--- config.mk ---
export PLATFORM = sky130hd
export DESIGN_NAME = sap1_controller
export DESIGN_NICKNAME = d
export VERILOG_FILES = /design/src/rtl/sap1_controller.sv
export SDC_FILE = /design/constraint.sdc
export NUM_CORES = 1
export LEC_CHECK = 0
export CAP_MARGIN = 20
export CORE_MARGIN = 2
export CORE_UTILIZATION = 34
export CTS_CLUSTER_SIZE = 24
export DETAILED_ROUTE_END_ITERATION = 10
export PLACE_DENSITY = 0.69
export SLEW_MARGIN = 20
export SYNTH_ARGS = -nofsm -noshare
export SYNTH_HDL_FRONTEND = slang
export SYNTH_SLANG_ARGS = --single-unit
--- constraint.sdc ---
create_clock -name i_clk -period 1.14 [get_ports i_clk]
set_input_delay 0.228 -clock i_clk [delete_from_list [all_inputs] [get_ports i_clk]]
set_output_delay 0.228 -clock i_clk [all_outputs]
set_load 0.05 [all_outputs]
--- src/rtl/sap1_controller.sv ---
// SAP-1 controller-sequencer: one-hot T1..T6 ring plus HALT, decoded into the control word.
// Optional macro SAP1_CTRL_EARLY_END_EN returns to T1 right after an instruction's last active T-state.
module sap1_controller #(
    parameter int unsigned T_STATES = 6
) (
    input  logic                i_clk,
    input  logic                i_clr_n,
    input  logic                i_run,
    input  logic [3:0]          i_opcode,
    output logic                o_clr,
    output logic                o_cp,
    output logic                o_ep,
    output logic                o_lm,
    output logic                o_ce,
    output logic                o_li,
    output logic                o_ei,
    output logic                o_la,
    output logic                o_ea,
    output logic                o_su,
    output logic                o_eu,
    output logic                o_lb,
    output logic                o_lo,
    output logic                o_hlt,
    output logic [T_STATES-1:0] o_t_state
);

    localparam int unsigned SW       = T_STATES + 1;
    localparam int unsigned HALT_BIT = T_STATES;
    localparam int unsigned T1       = 0;
    localparam int unsigned T2       = 1;
    localparam int unsigned T3       = 2;
    localparam int unsigned T4       = 3;
    localparam int unsigned T5       = 4;
    localparam int unsigned T6       = 5;

    localparam logic [SW-1:0] S_T1   = SW'(1);
    localparam logic [SW-1:0] S_HALT = SW'(1) << HALT_BIT;

    localparam logic [3:0] OP_LDA = 4'h0;
    localparam logic [3:0] OP_ADD = 4'h1;
    localparam logic [3:0] OP_SUB = 4'h2;
    localparam logic [3:0] OP_OUT = 4'hE;
    localparam logic [3:0] OP_HLT = 4'hF;

    logic [SW-1:0] state_q;
    logic [SW-1:0] state_d;
    logic          last_step_c;

    // Early termination: the current T-state is the final active one of its instruction.
`ifdef SAP1_CTRL_EARLY_END_EN
    always_comb begin
        last_step_c = 1'b0;
        if (state_q[T4] && !(i_opcode inside {OP_LDA, OP_ADD, OP_SUB, OP_HLT}))
            last_step_c = 1'b1;
        if (state_q[T5] && (i_opcode == OP_LDA))
            last_step_c = 1'b1;
    end
`else
    assign last_step_c = 1'b0;
`endif

    always_ff @(posedge i_clk) begin
        if (!i_clr_n)
            state_q <= S_T1;
        else
            state_q <= state_d;
    end

    // Ring advance; HALT is absorbing and only reset leaves it.
    always_comb begin
        state_d = state_q;
        if (i_run) begin
            if (state_q[HALT_BIT])
                state_d = S_HALT;
            else if (state_q[T4] && (i_opcode == OP_HLT))
                state_d = S_HALT;
            else if (last_step_c)
                state_d = S_T1;
            else
                state_d = {1'b0, state_q[T_STATES-2:0], state_q[T_STATES-1]};
        end
    end

    always_comb begin
        o_clr = ~i_clr_n;
        o_cp  = 1'b0;
        o_ep  = 1'b0;
        o_lm  = 1'b0;
        o_ce  = 1'b0;
        o_li  = 1'b0;
        o_ei  = 1'b0;
        o_la  = 1'b0;
        o_ea  = 1'b0;
        o_su  = 1'b0;
        o_eu  = 1'b0;
        o_lb  = 1'b0;
        o_lo  = 1'b0;
        o_hlt = 1'b0;
        // Reset masks the whole control word, HALT included.
        if (i_clr_n) begin
            if (state_q[HALT_BIT]) begin
                o_hlt = 1'b1;
            end else if (state_q[T1]) begin
                o_ep = 1'b1;
                o_lm = 1'b1;
            end else if (state_q[T2]) begin
                o_cp = 1'b1;
            end else if (state_q[T3]) begin
                o_ce = 1'b1;
                o_li = 1'b1;
            end else if (state_q[T4]) begin
                if (i_opcode inside {OP_LDA, OP_ADD, OP_SUB}) begin
                    o_ei = 1'b1;
                    o_lm = 1'b1;
                end else if (i_opcode == OP_OUT) begin
                    o_ea = 1'b1;
                    o_lo = 1'b1;
                end else if (i_opcode == OP_HLT) begin
                    o_hlt = 1'b1;
                end
            end else if (state_q[T5]) begin
                if (i_opcode == OP_LDA) begin
                    o_ce = 1'b1;
                    o_la = 1'b1;
                end else if (i_opcode inside {OP_ADD, OP_SUB}) begin
                    o_ce = 1'b1;
                    o_lb = 1'b1;
                    o_su = (i_opcode == OP_SUB);
                end
            end else if (state_q[T6]) begin
                if (i_opcode inside {OP_ADD, OP_SUB}) begin
                    o_eu = 1'b1;
                    o_la = 1'b1;
                    o_su = (i_opcode == OP_SUB);
                end
            end
        end
    end

    assign o_t_state = state_q[T_STATES-1:0];

endmodule

==> summary.md, run 1 <==
| Metric | Value |
|---|---|
| Dominant cell type by area after synthesis | dfxtp_1 |
| Post-DP Area | 0.00126 mm^2 |
| Number of antenna violations at the first check in global routing | 0 |
| Placed insts | roughly 130 |
| Synth area leaders | dfxtp_1, buf_4, a41o_1, nor2_1, nor3b_1 |
| Sequential area share after synthesis | 0.268 |
| Err | [ERROR DPL-0033] detailed placement checks failed during check placement. |
| Asr flop ratio synth | 0 |
| Detailed Place HPWL | roughly 1800 um |
| Total CTS buffers | 3 |
| Clock buffer depth | 2 |
| Count of cell types in the netlist | 29 |
| TritonCTS Sinks | 7 |
| Post-Synthesis Cells | between 60 and 70 |
| I/O Buffers | 26 |
| Synth cell count leaders | buf_4, dfxtp_1, nor2_1, a41o_1 |
| Worst_ep grt | o_eu |
| Largest net degree at the start of global routing | 7 |
| Top FF cell, synth | dfxtp_1 |
| Ports | 27 |
| Die H | about 43 um |
| H-tree depth | 1 |
| Yosys top cell area share | 0.268 |
| Mapped Area | about 520 um^2 |
| Initial core utilization | 0.355 |
| Rows | 14 |
| Syn nets | slightly above 70 |
| Worst_ep kind | primary output |
| Routability cong. | 0.805 |
| Count of state elements after synthesis | 7 |
| Avg Cell Area, Syn | 8.05 um^2 |
| Fail Step | global routing |
| Hold-fix buffers, CTS | 0 |
| Yosys warns | 0 |
| Clk root buf | clkbuf_4 |
| Chip width | 43.2 um |
| Status | aborted with a tool error |
| EDFF count, synth | 0 |
-- what timing repair did --
| action | in CTS |
|---|---|
| gates resized for setup | 37 |
| endpoints found under the setup margin | 24 |
| pin swaps | 5 |
| setup buffers | 5 |
-- kinds of logic after synthesis --
group | count (synthesis) | share of synthesized area
simple gates | 32 | 0.380
buf+inv | 13 | 0.148
xor+xnor | 1 | 0.0167
flops | 7 | 0.268
compound gates | 12 | 0.187
-- through the flow --
| stage | setup slack, ps | hold WS [ps] | setup TNS, ps | util |
|---|---|---|---|---|
| global placement | -776 | 654 | -13510 | 0.855 |
| CTS | -679 | 521 | -6970 | 0.946 |
| detailed placement | -857 | 669 | -14810 | 0.855 |
| floorplan | -554 | 416 | -3820 | - |
==> inputs of run 2 (changes only) <==
--- a/config.mk
+++ b/config.mk
@@ -6,11 +6,10 @@
 export NUM_CORES = 1
 export LEC_CHECK = 0
 export CAP_MARGIN = 20
-export CORE_MARGIN = 2
-export CORE_UTILIZATION = 34
-export CTS_CLUSTER_SIZE = 24
+export CORE_AREA = 2 2 63 65
 export DETAILED_ROUTE_END_ITERATION = 10
-export PLACE_DENSITY = 0.69
+export DIE_AREA = 0 0 65 67
+export PLACE_DENSITY_LB_ADDON = 0.15
 export SLEW_MARGIN = 20
 export SYNTH_ARGS = -nofsm -noshare
 export SYNTH_HDL_FRONTEND = slang
==> constraint.sdc (replaced) <==
create_clock -name i_clk -period 1.5 [get_ports i_clk]
set_input_delay 0.3 -clock i_clk [delete_from_list [all_inputs] [get_ports i_clk]]
set_output_delay 0.3 -clock i_clk [all_outputs]
set_load 0.05 [all_outputs]
==> run 2 against run 1 <==
  * The flow now finishes, with violations (negative setup slack)
  * Synthesized cell count unchanged
  * Synthesized area unchanged
==> summary.md, run 2 <==
| Metric | Value |
|---|---|
| Status | finished with violations (was aborted with a tool error) |
| Failing checks | negative setup slack |
| Worst slew pin tran | ~280 ps |
| Chip width | 65 um (was 43.2 um) |
| Initial core utilization | 0.145 (was 0.355) |
| Wire per inst | approximately 12 um |
| Sequential area share after synthesis | 0.268 (unchanged) |
| Critical path depth in cells | 4 |
| Critical path class | register to output pin |
| Synth area leaders | dfxtp_1, buf_4, a41o_1, nor2_1, nor3b_1 (unchanged) |
| Crit. End Element | output pin |
| Nets@finish | 121 |
| Commonest non-fill, non-tap cells in the layout | buf_4, buf_12 |
| TritonCTS Sinks | 7 (unchanged) |
| Final core utilization | 0.384 |
| Detailed Place HPWL | 1580 um (was 1750 um) |
| Yosys top cell area share | 0.268 (unchanged) |
| PwrDens | 518 mW/mm^2 |
| CTS clock-pin slew for the worst setup and hold paths | approximately 40 ps |
| Final ANT Viol Nets | 0 |
| Crit-path max cell delay | 360 ps |
| Number of antenna violations at the first check in global routing | 0 |
| Routability cong. | 0.736 (was 0.805) |
| Max cap viols | 0 |
| Fin crit period | 1870 ps |
| Asr flop ratio synth | 0 (unchanged) |
| Largest net degree at the start of global routing | 9 |
| Crit path buf inv count | 1 |
| Hold Crit Class | register to register |
| Post-DP Area | 0.00126 mm^2 (unchanged) |
| Core Area | about 0.0036 mm^2 |
| Top flop regs | state_q x7 |
| Reg2reg start | state_q[3] |
| Largest register FFs | 7 |
| Rows | 22 (was 14) |
| WP data required | roughly 1200 ps |
| CP cell instances | nor4b_4, nand2_2, nor4bb_4, buf_12 |
| Hold WS | between 500 and 600 ps |
| Ports | 27 (unchanged) |
| Via Count | between 600 and 700 |
| Design area | between 0.001 and 0.0015 mm^2 |
| Top delay family on crit path | simple AND/OR/NAND/NOR gates |
| Post-Synthesis Cells | 65 (unchanged) |
| Slew margin rel. | 0.812 |
| Die H | 67 um (was 43.2 um) |
| Yosys warns | 0 (unchanged) |
| Syn nets | 72 (unchanged) |
| Die area | between 0.004 and 0.005 mm^2 |
| Critical path arrival | roughly 1600 ps |
| Vias in the first global route | roughly 700 |
| Most flops, register | state_q |
| Peak VDD IR | around 0.39 mV |
| Fin crit share | 1.25 |
| Final Max Slew Viols | 0 |
| Count of state elements after synthesis | 7 (unchanged) |
| Worst-path maximum fanout | 4 |
| Share of cells above drive strength 1 | 0.726 |
| Worst R2R End | state_q[0] |
| First-pass GRT wire length | around 3300 um |
| Top FF cell, synth | dfxtp_1 (unchanged) |
| Fin Setup TNS | -2280 ps |
| DRT Wirelength | between 1500 and 2000 um |
| Final setup viols | 11 |
| Clk_skew | between 5 and 6 ps |
| Via density | 4.10 |
| Count of cell types in the netlist | 29 (unchanged) |
| Clk root buf | clkbuf_8 (was clkbuf_4) |
| Fmax | 0.535 GHz |
| I/O Buffers | 26 (unchanged) |
| Area growth, synth to finish | 165% |
| Worst skew pair latency | 230 ps |
| CTS tree | built |
| Mapped Area | 523 um^2 (unchanged) |
| Worst setup path end | o_eu |
| Synth cell count leaders | buf_4, dfxtp_1, nor2_1, a41o_1 (unchanged) |
| N_diodes | 0 |
| Total gr overflow | 0 |
| EDFF count, synth | 0 (unchanged) |
| DRT iter0 DRCs | 12 |
| DRC Markers | 0 |
| Leak | about 0.56 nW |
| Tot GR Track Use | 0.0993 |
| RSZ-0062 raised after global routing | yes |
| Avg Cell Area, Syn | 8.05 um^2 (unchanged) |
| DRT Pass-1 Iters | 4 |
| Startpoint types | register |
| Reg2reg path depth | 4 |
| Fin. Hold Viols | 0 |
| H-tree depth | 1 (unchanged) |
| Total CTS buffers | 3 (unchanged) |
| Commonest non-fill, non-tap cell in the layout | buf_4 |
| Critical Path Slowest Stage Cell | dfxtp_4 |
| Clock buffer depth | 2 (unchanged) |
| Final setup margin | -370 ps |
| Dominant cell type by area after synthesis | dfxtp_1 (unchanged) |
| Flop2flop setup slack | 230 ps |
| CP startpoint | state_q[0] |
==> run 2: cell counts after synthesis <==
Identical to the previous run, type by type.
==> run 2: worst register-to-register path: cells and delay by family, from the launching register on <==
family,cells,cell delay [ps]
compound gates,1,300
buf+inv,2,230
flops,1,370
simple gates,1,260
==> run 2: cell families (layout without fill, tap and decap cells) <==
| logic type | count (synthesis) | in the layout | share of synthesized area |
|---|---|---|---|
| buffers and inverters | 13 | 61 | 0.148 |
| flip-flops | 7 | 7 | 0.268 |
| AO/OA/AOI/OAI | 12 | 12 | 0.187 |
| XOR/XNOR | 1 | 1 | 0.0167 |
| AND/OR/NAND/NOR | 32 | 32 | 0.380 |
==> run 2: repair_timing <==
item,CTS,global route
pin swaps,8,11
resized for setup,28,12
hold buffers,0,0
buffers inserted,3,1
setup endpoints to repair,20,13
==> run 2: worst min path at each step <==
stage,from,to,slack (ps),cells after the start
2_1_floorplan,i_run,state_q[6],490,2
3_3_place_gp,state_q[3],state_q[4],600,2
3_5_place_dp,state_q[2],state_q[3],600,1
4_1_cts,state_q[3],state_q[4],630,2
5_1_grt,state_q[2],state_q[3],610,1
6_report,state_q[3],state_q[4],590,2
==> run 2: final cells by class <==
type / count / area, um^2
fill: 365 / 2220
timing repair buffer: 53 / 641
multi-input combinational: 45 / 460
sequential: 7 / 156
clock inverter: 1 / 5.00
inverter: 4 / 20.0
tap: 48 / 60.1
clock buffer: 3 / 41.3
==> run 2: per-stage QoR <==
step / std cells / setup slack [ps] / power [mW]
detailed placement: 153 / -579 / 0.432
floorplan: 65 / -267 / 0.320
finish: 161 / -370 / 0.717
global placement: 153 / -561 / 0.432
CTS: 160 / -383 / 0.715
global route: 161 / -421 / 0.753
==> run 2: metal layers <==
layer / track usage / part of all wire / vias up
met5: 0 / 0 / -
met4: 0.0638 / 0.038 / 0
met3: 0.0236 / 0.046 / 7
met2: 0.161 / 0.50 / 22
met1: 0.117 / 0.42 / 297
li1: - / - / 334
==> run 2: power by group <==
part | switching [mW] | total (mW) | leakage [nW] | internal, mW
logic | 0.122 | 0.249 | 0.475 | 0.127
clock network | 0.0874 | 0.268 | 0.0255 | 0.180
registers | 0.0112 | 0.201 | 0.0600 | 0.190
No activity file was read; power rests on OpenSTA's default activity.
